### config.mk
export PLATFORM = sky130hd
export DESIGN_NAME = uart_rx_fifo
export DESIGN_NICKNAME = d
export VERILOG_FILES = /design/src/rtl/uart_pkg.sv /design/src/rtl/sync_fifo.sv /design/src/rtl/uart_rx_fifo.sv
export SDC_FILE = /design/constraint.sdc
export NUM_CORES = 1
export LEC_CHECK = 0
export BUFFER_PORTS_ARGS = -buffer_cell sky130_fd_sc_hd__buf_4
export CORE_MARGIN = 8
export CORE_UTILIZATION = 60
export DETAILED_ROUTE_END_ITERATION = 8
export GPL_ROUTABILITY_DRIVEN = 0
export HOLD_SLACK_MARGIN = 0.1
export PLACE_DENSITY = 0.77
export SETUP_SLACK_MARGIN = 0.3
export SLEW_MARGIN = 0
export SYNTH_ARGS = -nofsm -noshare
export SYNTH_HDL_FRONTEND = slang
export SYNTH_HIERARCHICAL = 1
export SYNTH_SLANG_ARGS = --single-unit
### constraint.sdc
create_clock -name clk -period 4.75 [get_ports clk]
set_clock_uncertainty 0.05 [all_clocks]
set_input_delay 0.2375 -clock clk [delete_from_list [all_inputs] [get_ports clk]]
set_output_delay 0.2375 -clock clk [all_outputs]
set_load 0.005 [all_outputs]
### src/rtl/uart_pkg.sv
// Shared UART definitions: parity modes, receive FSM encoding and the
// oversample divider calculation.
package uart_pkg;

    localparam int PAR_NONE = 0;
    localparam int PAR_ODD  = 1;
    localparam int PAR_EVEN = 2;

    typedef enum logic [2:0] {
        ST_IDLE,
        ST_START,
        ST_DATA,
        ST_PAR,
        ST_STOP
    } rx_state_t;

    // Clocks per 16x oversample tick
    function automatic int uart_div(input int clk_hz, input int baud);
        return clk_hz / (baud * 16);
    endfunction

endpackage

### src/rtl/sync_fifo.sv
// Show-ahead register-array FIFO; the head entry is always visible on dout.
// A push into a full FIFO is accepted only when a pop happens in the same cycle.
module sync_fifo #(
    parameter int WIDTH = 8,
    parameter int DEPTH = 16
) (
    input  logic                     clk,
    input  logic                     rst,
    input  logic                     push,
    input  logic                     pop,
    input  logic [WIDTH-1:0]         din,
    output logic [WIDTH-1:0]         dout,
    output logic                     empty,
    output logic                     full,
    output logic [$clog2(DEPTH):0]   count
);
    localparam int AW = $clog2(DEPTH);

    logic [WIDTH-1:0] mem [DEPTH];
    logic [AW:0]      wr_ptr;
    logic [AW:0]      rd_ptr;
    logic             do_push;
    logic             do_pop;

    // Extra pointer MSB separates full (MSBs differ) from empty (pointers equal)
    assign empty   = (wr_ptr == rd_ptr);
    assign full    = (wr_ptr[AW] != rd_ptr[AW]) && (wr_ptr[AW-1:0] == rd_ptr[AW-1:0]);
    assign do_pop  = pop && !empty;
    assign do_push = push && (!full || do_pop);
    assign count   = wr_ptr - rd_ptr;
    assign dout    = empty ? '0 : mem[rd_ptr[AW-1:0]];

    always_ff @(posedge clk) begin
        if (rst) begin
            wr_ptr <= '0;
            rd_ptr <= '0;
        end else begin
            if (do_push) wr_ptr <= wr_ptr + 1'b1;
            if (do_pop)  rd_ptr <= rd_ptr + 1'b1;
        end
    end

    always_ff @(posedge clk) begin
        if (do_push) mem[wr_ptr[AW-1:0]] <= din;
    end

endmodule

### src/rtl/uart_rx_fifo.sv
// RS232 receiver: 2-flop synchroniser, 16x oversample tick, framing FSM with
// optional parity, buffered by a show-ahead FIFO with sticky error flags.
module uart_rx_fifo
    import uart_pkg::*;
#(
    parameter int CLK_HZ    = 50_000_000,
    parameter int BAUD      = 115_200,
    parameter int DATA_BITS = 8,
    parameter int PARITY    = 0,
    parameter int DEPTH     = 16
) (
    input  logic                     clk,
    input  logic                     rst,
    input  logic                     rx,
    input  logic                     rd_en,
    output logic [DATA_BITS-1:0]     rd_data,
    output logic                     rd_valid,
    output logic [$clog2(DEPTH):0]   count,
    input  logic                     err_clr,
    output logic                     frame_err,
    output logic                     parity_err,
    output logic                     overrun
);
    localparam int DIV   = uart_div(CLK_HZ, BAUD);
    localparam int DIV_W = (DIV > 1) ? $clog2(DIV) : 1;

    if (DIV < 1) begin : g_div_check
        $error("uart_rx_fifo: CLK_HZ too low for BAUD, divider below 1");
    end

    function automatic logic par_exp(input logic [DATA_BITS-1:0] d);
        return (^d) ^ (PARITY == PAR_ODD);
    endfunction

    logic                  rx_p0;
    logic                  rx_p1;
    logic [DIV_W-1:0]      div_cnt;
    logic                  tick;
    rx_state_t             state;
    logic [3:0]            tick_cnt;
    logic [2:0]            bit_cnt;
    logic [DATA_BITS-1:0]  shreg;
    logic                  perr;
    logic                  stop_sample;
    logic                  push;
    logic                  fifo_empty;
    logic                  fifo_full;
    logic                  pop_ok;

    // Stage p0/p1: metastability synchroniser, idles high
    always_ff @(posedge clk) begin
        if (rst) begin
            rx_p0 <= 1'b1;
            rx_p1 <= 1'b1;
        end else begin
            rx_p0 <= rx;
            rx_p1 <= rx_p0;
        end
    end

    assign tick = (div_cnt == DIV_W'(DIV - 1));

    always_ff @(posedge clk) begin
        if (rst)       div_cnt <= '0;
        else if (tick) div_cnt <= '0;
        else           div_cnt <= div_cnt + 1'b1;
    end

    always_ff @(posedge clk) begin
        if (rst) begin
            state    <= ST_IDLE;
            tick_cnt <= '0;
            bit_cnt  <= '0;
            perr     <= 1'b0;
        end else if (tick) begin
            case (state)
                ST_IDLE: begin
                    if (!rx_p1) begin
                        state    <= ST_START;
                        tick_cnt <= '0;
                        perr     <= 1'b0;
                    end
                end
                ST_START: begin
                    if (tick_cnt == 4'd7) begin
                        tick_cnt <= '0;
                        bit_cnt  <= '0;
                        state    <= rx_p1 ? ST_IDLE : ST_DATA;
                    end else begin
                        tick_cnt <= tick_cnt + 1'b1;
                    end
                end
                ST_DATA: begin
                    tick_cnt <= tick_cnt + 1'b1;
                    if (tick_cnt == 4'd15) begin
                        shreg   <= {rx_p1, shreg[DATA_BITS-1:1]};
                        bit_cnt <= bit_cnt + 1'b1;
                        if (bit_cnt == 3'(DATA_BITS - 1))
                            state <= (PARITY != PAR_NONE) ? ST_PAR : ST_STOP;
                    end
                end
                ST_PAR: begin
                    tick_cnt <= tick_cnt + 1'b1;
                    if (tick_cnt == 4'd15) begin
                        perr  <= (rx_p1 != par_exp(shreg));
                        state <= ST_STOP;
                    end
                end
                ST_STOP: begin
                    tick_cnt <= tick_cnt + 1'b1;
                    if (tick_cnt == 4'd15) state <= ST_IDLE;
                end
                default: begin
                    state    <= ST_IDLE;
                    tick_cnt <= '0;
                end
            endcase
        end
    end

    assign stop_sample = (state == ST_STOP) && tick && (tick_cnt == 4'd15);
    assign push        = stop_sample && rx_p1 && !perr;
    assign pop_ok      = rd_en && !fifo_empty;

    // Error flags: clear wins over any set in the same cycle
    always_ff @(posedge clk) begin
        if (rst || err_clr) begin
            frame_err  <= 1'b0;
            parity_err <= 1'b0;
            overrun    <= 1'b0;
        end else begin
            if (stop_sample && !rx_p1)               frame_err  <= 1'b1;
            if (stop_sample && rx_p1 && perr)        parity_err <= 1'b1;
            if (push && fifo_full && !pop_ok)        overrun    <= 1'b1;
        end
    end

    sync_fifo #(
        .WIDTH (DATA_BITS),
        .DEPTH (DEPTH)
    ) u_fifo (
        .clk   (clk),
        .rst   (rst),
        .push  (push),
        .pop   (rd_en),
        .din   (shreg),
        .dout  (rd_data),
        .empty (fifo_empty),
        .full  (fifo_full),
        .count (count)
    );

    assign rd_valid = !fifo_empty;

endmodule

Word level (Yosys, flattened, before mapping)
Memories as Yosys holds them, arrays and structs flattened. A register that Yosys moved wholly into a read port is not among the register bits.
Cells that the tools add are included.
Widths: inputs -> output; s select.
- output and inout bits: 17
- bits in writable memories: 128
- bits of input ports: 5
- memories kept: 1
- word-level logic and storage cells: 90
- bits in latches: 0
- register bits after elaboration: 39
- ROM bits: 0
- memories (memory ; depth ; width ; rd ports ; clocked after Yosys merged registers in ; write ports ; line ; source):
    u_fifo.mem ; 16 ; 8 ; 1 ; 1 ; 1 ; sync_fifo.sv:19 ; logic [WIDTH-1:0] mem [DEPTH];
- bitwise logic cells: 1
- multiply operators: 0
- $add $sub $neg: 6
- $lt $le $gt $ge: 0
- shift-type cells: 0
- equality and inequality tests: 18
- divide/modulo/power cells: 0
- multiplexer cells: 22
- reduce and logical (&&, ||, !) cells: 29
- operators by type and width (cell ; number):
    $mux 3 ; 8
    $mux 4 ; 4
    $add 5x1->5 const B ; 3
    $pmux 3 s5 ; 1
    $ne 2x2->1 const B ; 6
    $pmux 4 s3 ; 1
    $reduce_and 4->1 ; 3
    $logic_and 1x1->1 ; 11
    $mux 8 ; 1
    $reduce_xor 8->1 ; 1
    $reduce_and 7->1 ; 1
    $eq 3x2->1 const B ; 2
    $eq 3x3->1 const B ; 2
    $pmux 3 s2 ; 1
    $eq 5x5->1 ; 1
    $eq 5x5->1 const B ; 1
    $logic_not 1->1 ; 5
    $sub 5x5->5 ; 1
    $add 4x1->4 const B ; 1
    $eq 4x3->1 const B ; 1
    $eq 4x4->1 ; 1
    $eq 4x4->1 const B ; 1
    $mux 1 ; 4
    $reduce_bool 2->1 ; 2
    other kinds (11) ; 13

Logic depth before layout (Yosys ltp)
- word-level depth: 8
- depth in mapped cells: 8
- depth with buffers taken out: 8

Hierarchy
Netlist, hierarchy kept.
- modules (own cells, without submodules) (module ; area each (um^2) ; times used ; sequential area each (um^2) ; cells each):
    sync_fifo ; 5810.6 ; 1 ; 4124.0 ; 305
    uart_rx_fifo ; 1435.1 ; 1 ; 660.6 ; 144

Least setup slack after synthesis
No wires, ideal clock.
- kind: flip-flop to flip-flop
- start point: register state[2]
- end point: memory u_fifo.mem[0][0] (enable)
- library setup time: 383 ps
- stages on the path, launching flop included: 8
- period minus slack after synthesis: 2632 ps
- path slack: 2118 ps
- data arrival time: 2199 ps
- path buffers: 1
- required time: 4317 ps
- path through: dfxtp_1 buf_2 nor3b_4 nand4_1 nor2_1 o31a_1 nand2_1 nor3_1
- longest elaborated chain between the ends: 8
- ends and longest elaborated chain (item ; line ; source):
    start, declared ; uart_rx_fifo.sv:39 ; rx_state_t state;
    start signal, assigned ; uart_rx_fifo.sv:88 ; state <= rx_p1 ? ST_IDLE : ST_DATA;
    start signal, assigned ; uart_rx_fifo.sv:99 ; state <= (PARITY != PAR_NONE) ? ST_PAR : ST_STOP;
    $eq 3x3->1 ; uart_rx_fifo.sv:121 ; assign stop_sample = (state == ST_STOP) && tick && (tick_cnt == 4'd15);
    $logic_and 1x1->1 (2 in a row) ; uart_rx_fifo.sv:121 ;
    $logic_and 1x1->1 (2 in a row) ; uart_rx_fifo.sv:122 ; assign push = stop_sample && rx_p1 && !perr;
    via push ; uart_rx_fifo.sv:45 ; logic push;
    $logic_and 1x1->1 ; sync_fifo.sv:29 ; assign do_push = push && (!full || do_pop);
    $mux 1 ; sync_fifo.sv:44 ; if (do_push) mem[wr_ptr[AW-1:0]] <= din;
    $mux 1 (not written as such) ; sync_fifo.sv:44 ;
    end, declared ; sync_fifo.sv:19 ;
The timed path passes the listed nets, and every way through them passes these cells.

Final worst setup path
- start point: register state[2]
- end point: memory u_fifo.mem[0][7] (enable)
Same word-level chain as after synthesis.

==> impl_metrics.ini <==
[yosys]
yosys.area_share.xor_xnor_pct = 2.94
yosys_warnings = 6
yosys.area_share.adder_pct = 2.69
syn_nets = 469
synthCells = 449
synth_seq_area_share_pct = 66.0
synth-compound-area-share_pct = 6.08
avgSynthCellArea_sq_um = 16.1
synth_seq_cells = 171
muxShareOfSynthArea_pct = 12.2
synth_enable_flop_cells = 136
synth_simple_gate_area_share_pct = 7.62
synth_area_sq_um = 7250
ys.flop_type = edfxtp_1
yosysUniqueCellTypes = 58
synth_top_family_by_area = multiplexers
synthArstFlopShare_pct = 0

[route]
m1WireLength_mm = 5.97
drtIter0Drc = 314
ant_nets = 0
via_count = 3910
wl_met2_mm = 6.61
finalWirelength_mm = 13.6
drtPass1Iterations = 5
via_per_inst = 6.19
wl_met3_um = 822
drc = 0
routedWlPerCell_um = 21.5
top_layer = met4

[critical_path]
worst-setup-path-type = flip-flop to flip-flop
cp_max_fo = 13
reg2regPathDepth = 6
endpoint_kind = flip-flop
critPathRequiredTime_ps = 4720
arrival_ps = 3330
critical_path.startpoint_type = flip-flop

[sta]
min_period_ps = 3350
worst_pin_slew_ps = 1230
slew_headroom_pct = 17.4
period_share_pct = 70.6
setup_viol = 0
drv_slew = 0
rsz0062_at_grt = false
fmax_ghz = 0.298
hold_viol_final = 0
holdWs_ps = 118
tns_ps = 0

[min_path]
whs_path_depth = 2
hold_class = input pin to flip-flop

[clock_tree]
clockBufferDepth = 2
cts_tree = yes
clock_latency_ps = 420
h-tree-depth = 4
numClockSinks = 171
cts.clk_slew.worst_paths_ps = 60
cts_buffers = 17
cts_root_buf = clkbuf_16

[final_layout]
drive_gt1_share_pct = 16.9
fin_area_sq_um = 8060
final_common_cell = edfxtp_1
mostFrequentLayoutCells = 136 x edfxtp_1, 37 x nor2_1, 35 x dfxtp_1, 24 x buf_4, 23 x mux4_2
final_nets = 493
syn2layout_area_growth_pct = 11.3
diodes = 0
final_core_util_pct = 67.7
layout.cells.non_filler = 632
register_area_sq_um = 4780
multi_input_area_sq_um = 2290
final.fill_count = 802

[power_and_ir_drop]
peakVddDrop_uv = 209
power_density_nw_per_um2 = 364
power.leakage_nw = 2.61

[floorplan]
rows = 40
dieHeight_um = 126
core_sq_um = 11900
start_util_pct = 60.8
fp.dieArea_sq_um = 15800
die-width_um = 126
ios = 22

[global_route]
grt_overflow_total = 0
track_usage_pct = 18.0
antenna_found_initial = 0
grt_pass1_wl_mm = 21.6
grt_pass1_vias = 3970
grt_max_degree = 33

[status]
status = complete, no violations

[flow_run]
maxCapViolations = 0

[place]
dpl_cell_area_sq_um = 7480
hpwl_mm = 8.73
dp.cells = 599
io_buffers = 21
-- power by group --
group          internal [W]  leakage (nW)  total (W)  switching (W)
clock network      0.000814         0.282    0.00132       0.000509
registers           0.00160          1.50    0.00160     0.00000293
logic            0.00000728         0.822  0.0000171     0.00000983
total               0.00242          2.61    0.00294       0.000522
-- worst max-delay path, stage by stage (launching register included) --
cell and delay (ps):
dfxtp_1 570, nor3b_4 370, nand4_1 220, nor2_1 290, o31a_1 340, nand2_1 160, nor3_1 950
-- cell type report --
| cell class | instances | area share [%] |
|---|---|---|
| Sequential cell | 171 | 59.3 |
| Multi-Input combinational cell | 245 | 28.3 |
| Clock buffer | 20 | 5.42 |
| Timing Repair Buffer | 26 | 2.48 |
| Tap cell | 147 | 2.28 |
| Clock inverter | 11 | 1.58 |
| Inverter | 12 | 0.559 |
-- state kept, by name, summed over array words and instances (netlist names), 3 cells and up, named ones only --
register,flops
tick_cnt,4
shreg,8
u_fifo/wr_ptr,5
u_fifo/mem,128
bit_cnt,3
div_cnt,5
state,3
u_fifo/rd_ptr,5
-- timing repair --
item	in CTS	in global routing
hold buffers	2	0
setup buffers	0	0
gates resized for setup	0	0
hold endpoints to repair	4	0
-- layer usage --
metal	vias up	track usage (%)
li1	1805	-
met1	1960	23.0
met2	132	29.0
met3	13	4.73
met4	0	7.08
met5	-	0
-- worst paths after layout --
kind              slack (ps)                  start                       endpoint
hold reg to reg          360       rx_p0$_SDFF_PP1_               rx_p1$_SDFF_PP1_
setup reg to reg        1400  state[2]$_SDFFE_PP0P_     u_fifo/mem[0][7]$_DFFE_PP_
hold / removal           120                    rst  u_fifo/rd_ptr[4]$_SDFFE_PP0P_
setup / recovery        1400  state[2]$_SDFFE_PP0P_     u_fifo/mem[0][7]$_DFFE_PP_
-- cell families after synthesis --
kind of cell               Yosys count
AOI/OAI and AO/OA                   63
buffers and inverters               33
DFF                                171
adders and majority gates           15
xor gates and xnor gates            21
and+or+nand+nor                    101
muxes                               45
-- Yosys cell counts, drive strengths merged, types with 2 or more instances --
master  count  share of area (%)
o311ai      3               0.60
inv        12               0.62
nor2b      11               0.95
mux4       32                 10
o21a        4               0.41
ha         14                2.4
xnor2      13                1.7
a21oi      12               0.83
edfxtp    136                 56
nor3        8               0.55
mux2i      12                1.7
nor4b       2               0.33
nand4       9               0.78
or2         2               0.17
clkbuf      7               0.36
nor2       37                1.9
o211ai      2               0.21
or3         2               0.17
a211oi     18                1.9
xor2        7               0.95
buf        14                1.4
a21o        2               0.21
nand3       4               0.28
nor3b       5               0.67
nand3b      2               0.21
o21ai      12               0.88
nand2       8               0.41
a211o       2               0.24
o31ai       3               0.31
dfxtp      35                9.7
and3        2               0.17
nand2b      3               0.26
-- per-stage QoR --
step | setup WS [ps] | power [W]
global placement | 1620 | 0.00165
CTS | 1390 | 0.00296
floorplan | 2120 | 0.00164
global route | 1140 | 0.00301
finish | 1400 | 0.00294
detailed placement | 1400 | 0.00165
No activity file was read; power rests on OpenSTA's default activity.
